===== config.mk =====
export PLATFORM = sky130hd
export DESIGN_NAME = smac_quant_sched
export DESIGN_NICKNAME = d
export VERILOG_FILES = /design/src/rtl/smac_quant_sched.sv
export SDC_FILE = /design/constraint.sdc
export NUM_CORES = 1
export LEC_CHECK = 0
export ABC_AREA = 1
export CAP_MARGIN = 0
export CORE_ASPECT_RATIO = 1.2
export CORE_MARGIN = 5
export CORE_UTILIZATION = 42
export DETAILED_ROUTE_END_ITERATION = 8
export GPL_TIMING_DRIVEN = 0
export PLACE_DENSITY = 0.74
export RECOVER_POWER = 50
export SLEW_MARGIN = 20
export SYNTH_ARGS = -nofsm -noshare
export SYNTH_HDL_FRONTEND = slang
export SYNTH_SLANG_ARGS = --single-unit

===== constraint.sdc =====
create_clock -name clk -period 3.6 [get_ports clk]
set_input_delay 0.36 -clock clk [delete_from_list [all_inputs] [get_ports clk]]
set_output_delay 0.36 -clock clk [all_outputs]
set_load 0.01 [all_outputs]

===== src/rtl/smac_quant_sched.sv =====
// Shared quantization/write-back scheduler: grants one accumulator lane at a time,
// drives its shift enable, hands it to write-back, then clears it. Optional macro: SMAC_QSCHED_RR_EN.
module smac_quant_sched #(
  parameter  int Pa = 8,
  parameter  int Pw = 8,
  parameter  int NL = 4,
  localparam int SW = $clog2(Pa*Pw),
  localparam int LW = $clog2(NL)
) (
  input  logic          clk,
  input  logic          rst_n,
  input  logic          cfg_load,
  input  logic [SW-1:0] cfg_shift,
  input  logic [NL-1:0] lane_done,
  output logic [NL-1:0] lane_shift_en,
  output logic [NL-1:0] lane_clear,
  output logic          wb_valid,
  output logic [LW-1:0] wb_lane,
  input  logic          wb_ready,
  output logic          busy
);

  typedef enum logic [1:0] {S_IDLE, S_SHIFT, S_WB, S_CLR} state_t;

  state_t        r_state;
  state_t        w_state_next;
  logic [SW-1:0] r_shadow_shift;
  logic [SW-1:0] r_act_shift;
  logic [SW-1:0] r_cnt;
  logic [LW-1:0] r_gnt;
  logic [LW-1:0] w_sel;
  logic          w_any;
  logic [NL-1:0] w_gnt_oh;

  assign w_any    = |lane_done;
  assign w_gnt_oh = NL'(1) << r_gnt;

`ifdef SMAC_QSCHED_RR_EN
  logic [LW-1:0] r_rr_ptr;
  logic          w_found;

  // First requesting lane at or above the pointer, wrapping past NL-1.
  always_comb begin
    int idx;
    w_sel   = '0;
    w_found = 1'b0;
    idx     = 0;
    for (int k = 0; k < NL; k++) begin
      idx = int'(r_rr_ptr) + k;
      if (idx >= NL) idx = idx - NL;
      if (!w_found && lane_done[idx]) begin
        w_sel   = LW'(idx);
        w_found = 1'b1;
      end
    end
  end
`else
  // Fixed priority: the lowest requesting index wins.
  always_comb begin
    w_sel = '0;
    for (int i = NL - 1; i >= 0; i--) begin
      if (lane_done[i]) w_sel = LW'(i);
    end
  end
`endif

  always_ff @(posedge clk or negedge rst_n) begin
    if (!rst_n) begin
      r_state        <= S_IDLE;
      r_shadow_shift <= '0;
      r_act_shift    <= '0;
      r_cnt          <= '0;
      r_gnt          <= '0;
`ifdef SMAC_QSCHED_RR_EN
      r_rr_ptr       <= '0;
`endif
    end else begin
      r_state <= w_state_next;
      if (cfg_load) r_shadow_shift <= cfg_shift;
      case (r_state)
        S_IDLE: begin
          // Grant samples the shadow value before any same-cycle cfg_load lands.
          if (w_any) begin
            r_gnt       <= w_sel;
            r_act_shift <= r_shadow_shift;
            r_cnt       <= '0;
          end
        end
        S_SHIFT: r_cnt <= r_cnt + SW'(1);
        S_CLR: begin
`ifdef SMAC_QSCHED_RR_EN
          r_rr_ptr <= (r_gnt == LW'(NL - 1)) ? '0 : r_gnt + LW'(1);
`endif
        end
        default: ;
      endcase
    end
  end

  always_comb begin
    w_state_next = r_state;
    case (r_state)
      S_IDLE: begin
        if (w_any) w_state_next = (r_shadow_shift != '0) ? S_SHIFT : S_WB;
      end
      S_SHIFT: begin
        if (r_cnt == r_act_shift - SW'(1)) w_state_next = S_WB;
      end
      S_WB: begin
        if (wb_ready) w_state_next = S_CLR;
      end
      S_CLR:   w_state_next = S_IDLE;
      default: w_state_next = S_IDLE;
    endcase
  end

  // Outputs depend only on registered state, never on inputs.
  always_comb begin
    lane_shift_en = '0;
    lane_clear    = '0;
    wb_valid      = 1'b0;
    wb_lane       = '0;
    busy          = (r_state != S_IDLE);
    case (r_state)
      S_SHIFT: lane_shift_en = w_gnt_oh;
      S_WB: begin
        wb_valid = 1'b1;
        wb_lane  = r_gnt;
      end
      S_CLR:   lane_clear = w_gnt_oh;
      default: ;
    endcase
  end

endmodule


==> run metrics <==
wire length of the first global-routing pass between 4 and 5 mm; Post-Route Skew 0.00165 ns; Max Transition Viols Final 0; DR pass1 iterations 4; Hold Crit Class primary input to async pin; Ys Warns 0; leading area contributor after synthesis dfrtp_1; wire per inst about 11 um; Yosys cell types 27; Worst-Margin Slew 1.14 ns; synth-to-layout area growth 23.5%; DR vias/cell 4.79; top-count cell post-synth nand2_1; Routability Congestion approximately 0.80; Critical Path End Type output pin; initial core utilization 44.5%; Leak Pwr 0.849 nW; leading post-synthesis cells by cell area dfrtp_1 40%, nand2_1 15%, inv_1 7.3%; CP Max Fanout 8; crit path time final ~2.3 ns; io pins 26; # hold bufs at CTS 0; number of flops mapped to enable cells by yosys 0; Post-synth top flop dfrtp_1; f_max 0.440 GHz; register area share after synthesis 39.7%; number of post-CTS setup repair buffers 0; Post-Route Setup TNS 0 ns; RSZ-0062 raised after global routing no; fraction of layout cells with a size suffix above 1 between 10% and 20%; Row Count 22; grt ovf 0; post-synth top area share between 30% and 40%; clk_lat worst skew 0.30 ns; Longest Clk Path Bufs 2; core area roughly 3100 um2; via count about 1,200; # resized after CTS 0; clock sink count 22; Final nets roughly 240; Synthesized Nets between 200 and 250; Initial DRC Count 20; Synth async-reset ratio 100%; WHS 0.250 ns; setup violators final 0; register bit total from synthesis 22; initial antenna violation count 0; die width ~62 um; pwr/cell area 713 nW/um2; Total Wirelength approximately 2.8 mm; Synth top cells by count 54 x nand2_1, 27 x inv_1, 22 x dfrtp_1; GRT Overall Usage 13.1%; die area between 4000 and 5000 um2; clk root buf clkbuf_4; Filler cells 302; H-tree Lvls 1; Slew headroom 23.9%; Syn Std Cell Area 1390 um2; area of the multi-input gates 687 um2; Cells after Synth 192; Arrival @ worst endpoint 1.92 ns; Reg area 551 um2; max-cap viol count 0; Setup Crit Path Kind flop to output pin; final cycle utilization of the critical path 63.2%; Worst setup SP type flop; post-route DRC violation count 0; Die Y 72.9 um; CTS tree built; Worst VDD drop about 0.00055 V; placed wire-length estimate between 2 and 2.5 mm; Hold Vio Cnt, Final 0; CP Data Required Time around 3.2 ns; Avg Cell Area, Syn 7.21 um2; # port buffers 25; ANT cells 0; largest net degree at the start of global routing 23; Reg clk slew, reported paths 0.12 ns; outcome complete, no violations; vias in the first global route 1,217; CTS buffer count 3; post-route ant nets 0
==> metrics by stage <==
stage               instances  instance area [um2]  util, %  worst slack, ns  total power [mW]
finish                    257                 1710     55.0             1.32              1.22
detailed placement        253                 1680     54.0             1.65              1.10
CTS                       257                 1720     55.2             1.29              1.24
global placement          253                 1680     54.0             1.66              1.09
global route              257                 1710     55.0             1.17              1.36
floorplan                 192                 1390        -             2.14             0.901
==> power breakdown <==
part | internal, mW | switching [mW] | leakage (nW)
Combinational | 0.281 | 0.389 | 0.550
Clock | 0.0617 | 0.0702 | 0.0210
Sequential | 0.324 | 0.0930 | 0.278
==> state kept, by name, indices dropped and copies added (netlist names) <==
signal and flops:
r_act_shift 6, r_state 2, r_shadow_shift 6, r_cnt 6, r_gnt 2
==> worst max-delay path: stages, from the launching register on <==
cell and delay (ns):
dfrtp_1 0.43, inv_1 0.09, ha_1 0.16, buf_6 0.13, inv_1 0.07, nor3_1 0.19, clkdlybuf4s50_1 0.56
==> cell families (layout without fill, tap and decap cells) <==
group	Yosys count	in the layout	synth area share [%]
AOI/OAI and AO/OA	24	24	9.67
xor gates and xnor gates	2	2	1.26
adders and majority gates	6	6	5.42
buffers and inverters	37	66	10.7
DFF	22	22	39.7
and+or+nand+nor	101	101	33.2
==> final timing paths <==
check	from	endpoint	slack, ns	depth (start not counted)
worst max register to register	r_state[0]	r_cnt[3]	1.94	8
worst min-delay path	rst_n	r_shadow_shift[4]	0.25	1
min in group clk	r_shadow_shift[3]	r_shadow_shift[3]	0.53	2
worst min register to register	r_shadow_shift[3]	r_shadow_shift[3]	0.53	2
max in group asynchronous	rst_n	r_cnt[0]	2.68	1
worst max-delay path	r_state[1]	lane_shift_en[3]	1.32	6
==> layer usage <==
layer	up-vias	track usage (%)	wire length (um)
met2	13	24.0	1430
met3	2	1.85	51
li1	667	-	-
met5	-	0	0
met1	548	15.2	1300
met4	0	5.90	23
==> placed cells by master (no fill, tap or decap), drive strengths merged <==
| master | count |
|---|---|
| a22oi | 1 |
| nor3 | 9 |
| nand2 | 61 |
| nor2 | 16 |
| xor2 | 2 |
| o41ai | 1 |
| clkdlybuf4s50 | 23 |
| clkbuf | 6 |
| dlygate4sd3 | 1 |
| a41oi | 1 |
| nand4 | 4 |
| a21oi | 3 |
| o21a | 1 |
| o21ai | 16 |
| ha | 6 |
| inv | 34 |
| o22ai | 1 |
| nand3 | 10 |
| nand3b | 1 |
| buf | 2 |
| dfrtp | 22 |
==> layout make-up <==
| cell class | instances | share of cell area, % |
|---|---|---|
| Buffer | 3 | 1.17 |
| Sequential cell | 22 | 32.2 |
| Timing Repair Buffer | 25 | 14.3 |
| Tap cell | 36 | 2.63 |
| Multi-Input combinational cell | 133 | 40.2 |
| Clock buffer | 4 | 2.12 |
| Inverter | 34 | 7.46 |
No activity file was read; power rests on OpenSTA's default activity.
